File: src/rtl/coin_acceptor.sv
// Coin acceptor front end: detects coins on the slot sensor, classifies them
// by size, buffers valid coins in a small FIFO and releases one per cycle to
// the vending controller while it asserts enable. Invalid coins, overflow
// coins and coins seen during a jam open the return gate for REJ_HOLD cycles.
//
// Handshake: the controller's enable acts as "ready". A coin is released
// (deposit != NONE for one cycle) at every edge where enable=1 and the FIFO
// held at least one coin before that edge. The coin producer (the sensor) has
// no back-pressure, so overflow becomes a reject.
module coin_acceptor #(
  parameter int DEPTH      = 4,
  parameter int SW         = 6,
  parameter int DIME_LO    = 17,
  parameter int DIME_HI    = 18,
  parameter int NICKEL_LO  = 20,
  parameter int NICKEL_HI  = 22,
  parameter int QUARTER_LO = 24,
  parameter int QUARTER_HI = 25,
  parameter int REJ_HOLD   = 3,
  parameter int JAM_CYCLES = 8
) (
  input  logic          clock,
  input  logic          reset_n,
  input  logic          sense_valid,
  input  logic [SW-1:0] sense_size,
  input  logic          enable,
  output logic [1:0]    deposit,
  output logic          reject,
  output logic          jam,
  output logic [2:0]    count
);

  localparam logic [1:0] COIN_NONE    = 2'd0;
  localparam logic [1:0] COIN_NICKEL  = 2'd1;
  localparam logic [1:0] COIN_DIME    = 2'd2;
  localparam logic [1:0] COIN_QUARTER = 2'd3;

  localparam int PW = (DEPTH > 1) ? $clog2(DEPTH) : 1;
  localparam int RW = $clog2(REJ_HOLD + 1);
  localparam int HW = $clog2(JAM_CYCLES + 1);

  logic          sense_q;
  logic [PW-1:0] wr_ptr_q, wr_ptr_d;
  logic [PW-1:0] rd_ptr_q, rd_ptr_d;
  logic [2:0]    count_q, count_d;
  logic [1:0]    deposit_q, deposit_d;
  logic [RW-1:0] rej_cnt_q, rej_cnt_d;
  logic          reject_q, reject_d;
  logic [HW-1:0] hi_cnt_q, hi_cnt_d;
  logic          jam_q, jam_d;
  logic [1:0]    mem [DEPTH];

  logic [1:0]    coin_class;
  logic          coin_evt;
  logic          fifo_full;
  logic          pop;
  logic          push;
  logic          rej_evt;

  // Size-window classification; NONE marks an invalid coin.
  always_comb begin
    coin_class = COIN_NONE;
    if (sense_size >= SW'(DIME_LO) && sense_size <= SW'(DIME_HI))
      coin_class = COIN_DIME;
    else if (sense_size >= SW'(NICKEL_LO) && sense_size <= SW'(NICKEL_HI))
      coin_class = COIN_NICKEL;
    else if (sense_size >= SW'(QUARTER_LO) && sense_size <= SW'(QUARTER_HI))
      coin_class = COIN_QUARTER;
  end

  // Next-state logic for FIFO, release register, reject timer and jam detector.
  always_comb begin
    coin_evt  = sense_valid & ~sense_q;
    fifo_full = (count_q == 3'(DEPTH));
    pop       = enable & (count_q != 3'd0);
    push      = coin_evt & ~jam_q & (coin_class != COIN_NONE) & (~fifo_full | pop);
    rej_evt   = coin_evt & (jam_q | (coin_class == COIN_NONE) | (fifo_full & ~pop));

    wr_ptr_d  = wr_ptr_q;
    rd_ptr_d  = rd_ptr_q;
    deposit_d = COIN_NONE;

    if (push)
      wr_ptr_d = (wr_ptr_q == PW'(DEPTH - 1)) ? '0 : wr_ptr_q + 1'b1;
    if (pop) begin
      deposit_d = mem[rd_ptr_q];
      rd_ptr_d  = (rd_ptr_q == PW'(DEPTH - 1)) ? '0 : rd_ptr_q + 1'b1;
    end
    count_d = count_q + {2'b00, push} - {2'b00, pop};

    // Every reject event restarts the full hold window.
    if (rej_evt)
      rej_cnt_d = RW'(REJ_HOLD);
    else if (rej_cnt_q != '0)
      rej_cnt_d = rej_cnt_q - 1'b1;
    else
      rej_cnt_d = rej_cnt_q;
    reject_d = (rej_cnt_d != '0);

    // Run length of sense_valid, saturating at the jam threshold.
    if (!sense_valid)
      hi_cnt_d = '0;
    else if (hi_cnt_q != HW'(JAM_CYCLES))
      hi_cnt_d = hi_cnt_q + 1'b1;
    else
      hi_cnt_d = hi_cnt_q;
    jam_d = jam_q | (hi_cnt_d == HW'(JAM_CYCLES));
  end

  // Control and output registers; reset discards buffered coins.
  always_ff @(posedge clock or negedge reset_n) begin
    if (!reset_n) begin
      sense_q   <= 1'b0;
      wr_ptr_q  <= '0;
      rd_ptr_q  <= '0;
      count_q   <= 3'd0;
      deposit_q <= COIN_NONE;
      rej_cnt_q <= '0;
      reject_q  <= 1'b0;
      hi_cnt_q  <= '0;
      jam_q     <= 1'b0;
    end else begin
      sense_q   <= sense_valid;
      wr_ptr_q  <= wr_ptr_d;
      rd_ptr_q  <= rd_ptr_d;
      count_q   <= count_d;
      deposit_q <= deposit_d;
      rej_cnt_q <= rej_cnt_d;
      reject_q  <= reject_d;
      hi_cnt_q  <= hi_cnt_d;
      jam_q     <= jam_d;
    end
  end

  // FIFO storage; contents are don't-care until written, so no reset.
  always_ff @(posedge clock) begin
    if (push)
      mem[wr_ptr_q] <= coin_class;
  end

  assign deposit = deposit_q;
  assign reject  = reject_q;
  assign jam     = jam_q;
  assign count   = count_q;

endmodule

File: config.mk
export PLATFORM = sky130hd
export DESIGN_NAME = coin_acceptor
export DESIGN_NICKNAME = d
export VERILOG_FILES = /design/src/rtl/coin_acceptor.sv
export SDC_FILE = /design/constraint.sdc
export NUM_CORES = 1
export LEC_CHECK = 0
export CAP_MARGIN = 25
export CORE_UTILIZATION = 53
export CTS_CLUSTER_SIZE = 16
export DETAILED_ROUTE_END_ITERATION = 8
export GPL_ROUTABILITY_DRIVEN = 1
export MAX_ROUTING_LAYER = met4
export PLACE_DENSITY_LB_ADDON = 0.2
export SLEW_MARGIN = 25
export SYNTH_ARGS = -nofsm -noshare
export SYNTH_HDL_FRONTEND = slang
export SYNTH_SLANG_ARGS = --single-unit
File: constraint.sdc
create_clock -name clock -period 2.55 [get_ports clock]
set_input_delay 0.255 -clock clock [delete_from_list [all_inputs] [get_ports clock]]
set_output_delay 0.255 -clock clock [all_outputs]
set_load 0.1 [all_outputs]
==> flow_results.xml <==
<?xml version="1.0" encoding="UTF-8"?>
<metrics>
  <group name="floorplan">
    <metric name="top_ports" unit="">17</metric>
    <metric name="vert_die_dim" unit="microns">50.64</metric>
    <metric name="design.core.area" unit="sq um">2212</metric>
    <metric name="dieArea" unit="sq um">2564</metric>
    <metric name="floorplan.die.width" unit="microns">50.64</metric>
    <metric name="core.rowCount" unit="">17</metric>
    <metric name="initial_core_util" unit="">0.5667</metric>
  </group>
  <group name="worst_hold_path">
    <metric name="hold_path_class" unit="">primary input to asynchronous set/reset pin</metric>
  </group>
  <group name="global_route">
    <metric name="global_route.usage.total" unit="">0.2020</metric>
    <metric name="grt_first_pass_wirelength" unit="microns">3601</metric>
    <metric name="grt_pass1_vias" unit="">827</metric>
    <metric name="overflow" unit="">0</metric>
    <metric name="pin_count_of_the_biggest_net_entering_global_routing" unit="">19</metric>
    <metric name="initial_antenna_violation_count" unit="">0</metric>
  </group>
  <group name="detailed_routing">
    <metric name="detail_route.first_pass.iterations" unit="">3</metric>
    <metric name="drc_violations_left" unit="">0</metric>
    <metric name="wire_length_per_cell_after_detailed_routing" unit="microns">13.68</metric>
    <metric name="finalWirelength" unit="microns">2038</metric>
    <metric name="wirelength_met1" unit="microns">839</metric>
    <metric name="dr_total_vias" unit="">769</metric>
    <metric name="drt-vias-per-instance" unit="">5.161</metric>
    <metric name="route.met2.wl" unit="microns">1140</metric>
    <metric name="drt-initial-drc-count" unit="">13</metric>
    <metric name="ant_nets" unit="">0</metric>
    <metric name="wl_met3" unit="microns">51</metric>
    <metric name="top_layer_used" unit="">met4</metric>
  </group>
  <group name="sta">
    <metric name="slew_headroom" unit="">0.4765</metric>
    <metric name="timing.clock.skew" unit="ns">0.006527</metric>
    <metric name="finalWorstPathRequiredPeriod" unit="ns">2.296</metric>
    <metric name="max_freq" unit="MHz">435.5</metric>
    <metric name="setup-tns-final" unit="ns">0</metric>
    <metric name="timing.final.setup_violations" unit="">0</metric>
    <metric name="final_max_slew_viol_count" unit="">0</metric>
    <metric name="slew_worst_pin" unit="ns">0.7828</metric>
    <metric name="setup_repair_after_global_routing_missed_its_margin" unit="">false</metric>
    <metric name="min_period_over_period" unit="">0.9005</metric>
    <metric name="finalHoldViolCount" unit="">0</metric>
  </group>
  <group name="critical_path">
    <metric name="criticalPathCategory" unit="">flop to flop</metric>
    <metric name="critPathCapture" unit="">count[2]$_DFF_PN0_</metric>
    <metric name="worst-r2r-cell-count" unit="">7</metric>
    <metric name="crit_path_end_kind" unit="">flop</metric>
    <metric name="cp_num_cells" unit="">7</metric>
    <metric name="setup.worst_path.start_class" unit="">flop</metric>
    <metric name="r2r_slack" unit="ns">0.25</metric>
    <metric name="cpPeakStageDelay" unit="ns">0.62</metric>
    <metric name="timing.critical_path.fanout_max" unit="">6</metric>
    <metric name="critical_path_buf_inv_count" unit="">2</metric>
    <metric name="critical_path_required" unit="ns">2.77</metric>
    <metric name="worst-endpoint-arrival" unit="ns">2.51</metric>
    <metric name="path_delay_family" unit="">adder cells</metric>
    <metric name="critPathSlowestCell" unit="">o31ai_1</metric>
    <metric name="critical_path.reg2reg.startpoint" unit="">count[2]$_DFF_PN0_</metric>
    <metric name="destination_of_the_worst_register_to_register_timing_path" unit="">count[2]$_DFF_PN0_</metric>
    <metric name="worst_setup_path_startpoint" unit="">count[2]$_DFF_PN0_</metric>
    <metric name="path_cells" unit="">o31ai_1 -&gt; inv_1 -&gt; ha_1 -&gt; inv_1 -&gt; ha_1 -&gt; fa_1 -&gt; xnor2_1</metric>
  </group>
  <group name="cells_and_area">
    <metric name="post-route-cell-area" unit="sq um">1518</metric>
    <metric name="final_cell_utilization_of_the_core" unit="">0.6861</metric>
    <metric name="flow.area_growth_from_synthesis" unit="%">21.06</metric>
    <metric name="fraction_of_final_layout_cells_sized_beyond_drive_strength_1" unit="">0.2479</metric>
    <metric name="layout.cells.most_common" unit="">dfrtp_1</metric>
    <metric name="finalNetCount" unit="">142</metric>
    <metric name="final_cell_mix" unit="">dfrtp_1, buf_4, inv_1, ha_1, clkdlybuf4s50_1</metric>
    <metric name="num_antenna_cells" unit="">0</metric>
  </group>
  <group name="clocking">
    <metric name="cts.sink_count" unit="">26</metric>
    <metric name="ctsLongestPathBuffers" unit="">2</metric>
    <metric name="cts.clk_slew.worst_paths" unit="ns">0.14</metric>
    <metric name="worstSkewPairLatency" unit="ns">0.32</metric>
    <metric name="cts_post_setup_buffers_inserted" unit="">0</metric>
    <metric name="cts-buffers-inserted" unit="">3</metric>
    <metric name="cts_repair_resize_count" unit="">0</metric>
    <metric name="cts_max_level" unit="">1</metric>
    <metric name="tritoncts_clock_tree" unit="">done</metric>
    <metric name="postCtsHoldBufs" unit="">0</metric>
    <metric name="cts_root_buffer" unit="">clkbuf_4</metric>
  </group>
  <group name="placed_design">
    <metric name="place_congestion" unit="">0.7016</metric>
    <metric name="port_buffers" unit="">16</metric>
    <metric name="detailed_place.area" unit="sq um">1465</metric>
    <metric name="place.detailed.hpwl" unit="microns">1591</metric>
  </group>
  <group name="pwr">
    <metric name="pwr_density_cell" unit="nW/um^2">1019</metric>
    <metric name="cellLeakagePower" unit="nW">0.6820</metric>
    <metric name="ir_drop" unit="mV">0.8695</metric>
  </group>
  <group name="logic_synthesis">
    <metric name="net_count_synth" unit="">117</metric>
    <metric name="syn-cell-area" unit="sq um">1254</metric>
    <metric name="synth_cell_types" unit="">30</metric>
    <metric name="synth_area_per_cell" unit="sq um">12.92</metric>
    <metric name="gate_count_post_synth" unit="">97</metric>
    <metric name="yosys_warnings" unit="">0</metric>
    <metric name="post_synthesis_sequential_area_ratio" unit="">0.5509</metric>
    <metric name="postSynthRegisterBits" unit="">26</metric>
  </group>
  <group name="flow_run">
    <metric name="drv_cap" unit="">0</metric>
  </group>
  <group name="run_status">
    <metric name="run_status" unit="">finished clean</metric>
  </group>
</metrics>
synth_stat cells:
cell | count | area share
a21oi_1 | 2 | 0.0080
mux2_2 | 1 | 0.0090
mux2_4 | 2 | 0.024
nor2_4 | 1 | 0.0090
and2_1 | 2 | 0.010
and2_2 | 4 | 0.024
o31ai_1 | 1 | 0.0060
fa_1 | 1 | 0.016
nor4b_1 | 2 | 0.014
nand2_1 | 5 | 0.015
ha_1 | 9 | 0.090
nor3_1 | 2 | 0.0080
nand3_2 | 1 | 0.0080
dfrtp_1 | 18 | 0.36
edfxtp_1 | 8 | 0.19
xor2_1 | 1 | 0.0070
mux2i_1 | 2 | 0.016
inv_1 | 10 | 0.030
nand3_1 | 1 | 0.0040
a21o_1 | 1 | 0.0060
a41o_1 | 1 | 0.0080
o21ai_0 | 3 | 0.012
nor2_1 | 5 | 0.015
or4_4 | 1 | 0.0090
mux4_2 | 2 | 0.036
a2111o_1 | 1 | 0.0090
nand3b_1 | 1 | 0.0060
xnor2_1 | 3 | 0.021
nor2b_1 | 4 | 0.020
nand2b_1 | 2 | 0.010
registers in the layout, indices dropped and copies added (netlist names):
register and count:
count 3, deposit 2, hi_cnt_q 4, jam 1
mem 8, rd_ptr_q 2, rej_cnt_q 2, reject 1
sense_q 1, wr_ptr_q 2
power breakdown:
| group | internal, mW | leakage (nW) | total [mW] | switching, mW |
|---|---|---|---|---|
| combinational | 0.222 | 0.358 | 0.659 | 0.437 |
| sequential | 0.519 | 0.296 | 0.608 | 0.0894 |
| clock | 0.159 | 0.0279 | 0.280 | 0.121 |
| total | 0.899 | 0.682 | 1.55 | 0.648 |
stage by stage:
step / hold WS (ns) / std cells / total power [mW] / setup slack [ns]
2_1_floorplan: -0.04059 / 97 / 1.120 / 0.0008151
3_3_place_gp: 0.4416 / 145 / 1.253 / 0.03874
3_5_place_dp: 0.4572 / 145 / 1.278 / -0.02185
4_1_cts: 0.3960 / 149 / 1.561 / 0.2052
5_1_grt: 0.4338 / 149 / 1.638 / 0.07483
6_report: 0.3744 / 149 / 1.547 / 0.2538
worst min path at each step:
stage / start / to / slack, ns / depth (start not counted)
2_1_floorplan: reset_n / count[0]$_DFF_PN0_ / -0.04 / 0
3_3_place_gp: rej_cnt_q[0]$_DFF_PN0_ / rej_cnt_q[0]$_DFF_PN0_ / 0.44 / 1
3_5_place_dp: rej_cnt_q[0]$_DFF_PN0_ / rej_cnt_q[0]$_DFF_PN0_ / 0.46 / 1
4_1_cts: reset_n / rd_ptr_q[0]$_DFFE_PN0P_ / 0.40 / 1
5_1_grt: reset_n / rd_ptr_q[0]$_DFFE_PN0P_ / 0.43 / 1
6_report: reset_n / rd_ptr_q[0]$_DFFE_PN0P_ / 0.37 / 1
cells by family (layout without fill, tap and decap cells):
family / count (synthesis) / after routing / synth area share
buffers and inverters: 10 / 34 / 0.02994
multiplexers: 7 / 7 / 0.08483
adder cells (fa/ha/maj): 10 / 10 / 0.1058
flip-flops: 26 / 26 / 0.5509
AND/OR/NAND/NOR: 31 / 31 / 0.1517
AO/OA/AOI/OAI: 9 / 9 / 0.04890
XOR/XNOR: 4 / 4 / 0.02795
metal layers:
layer / vias to the layer above / global-route usage
li1: 381 / -
met4: 0 / 0.06944
met5: - / -
met1: 374 / 0.2124
met2: 12 / 0.3756
met3: 2 / 0.03636
final cells by class:
type	count	area, sq um
inverters	10	37.54
clock inverters	1	30.03
clock buffers	3	22.52
well taps	28	35.03
fillers	170	694.4
flip-flops and latches	26	694.4
repair buffers	20	172.7
multi-input cells	61	525.5
No activity file was read; power rests on OpenSTA's default activity.
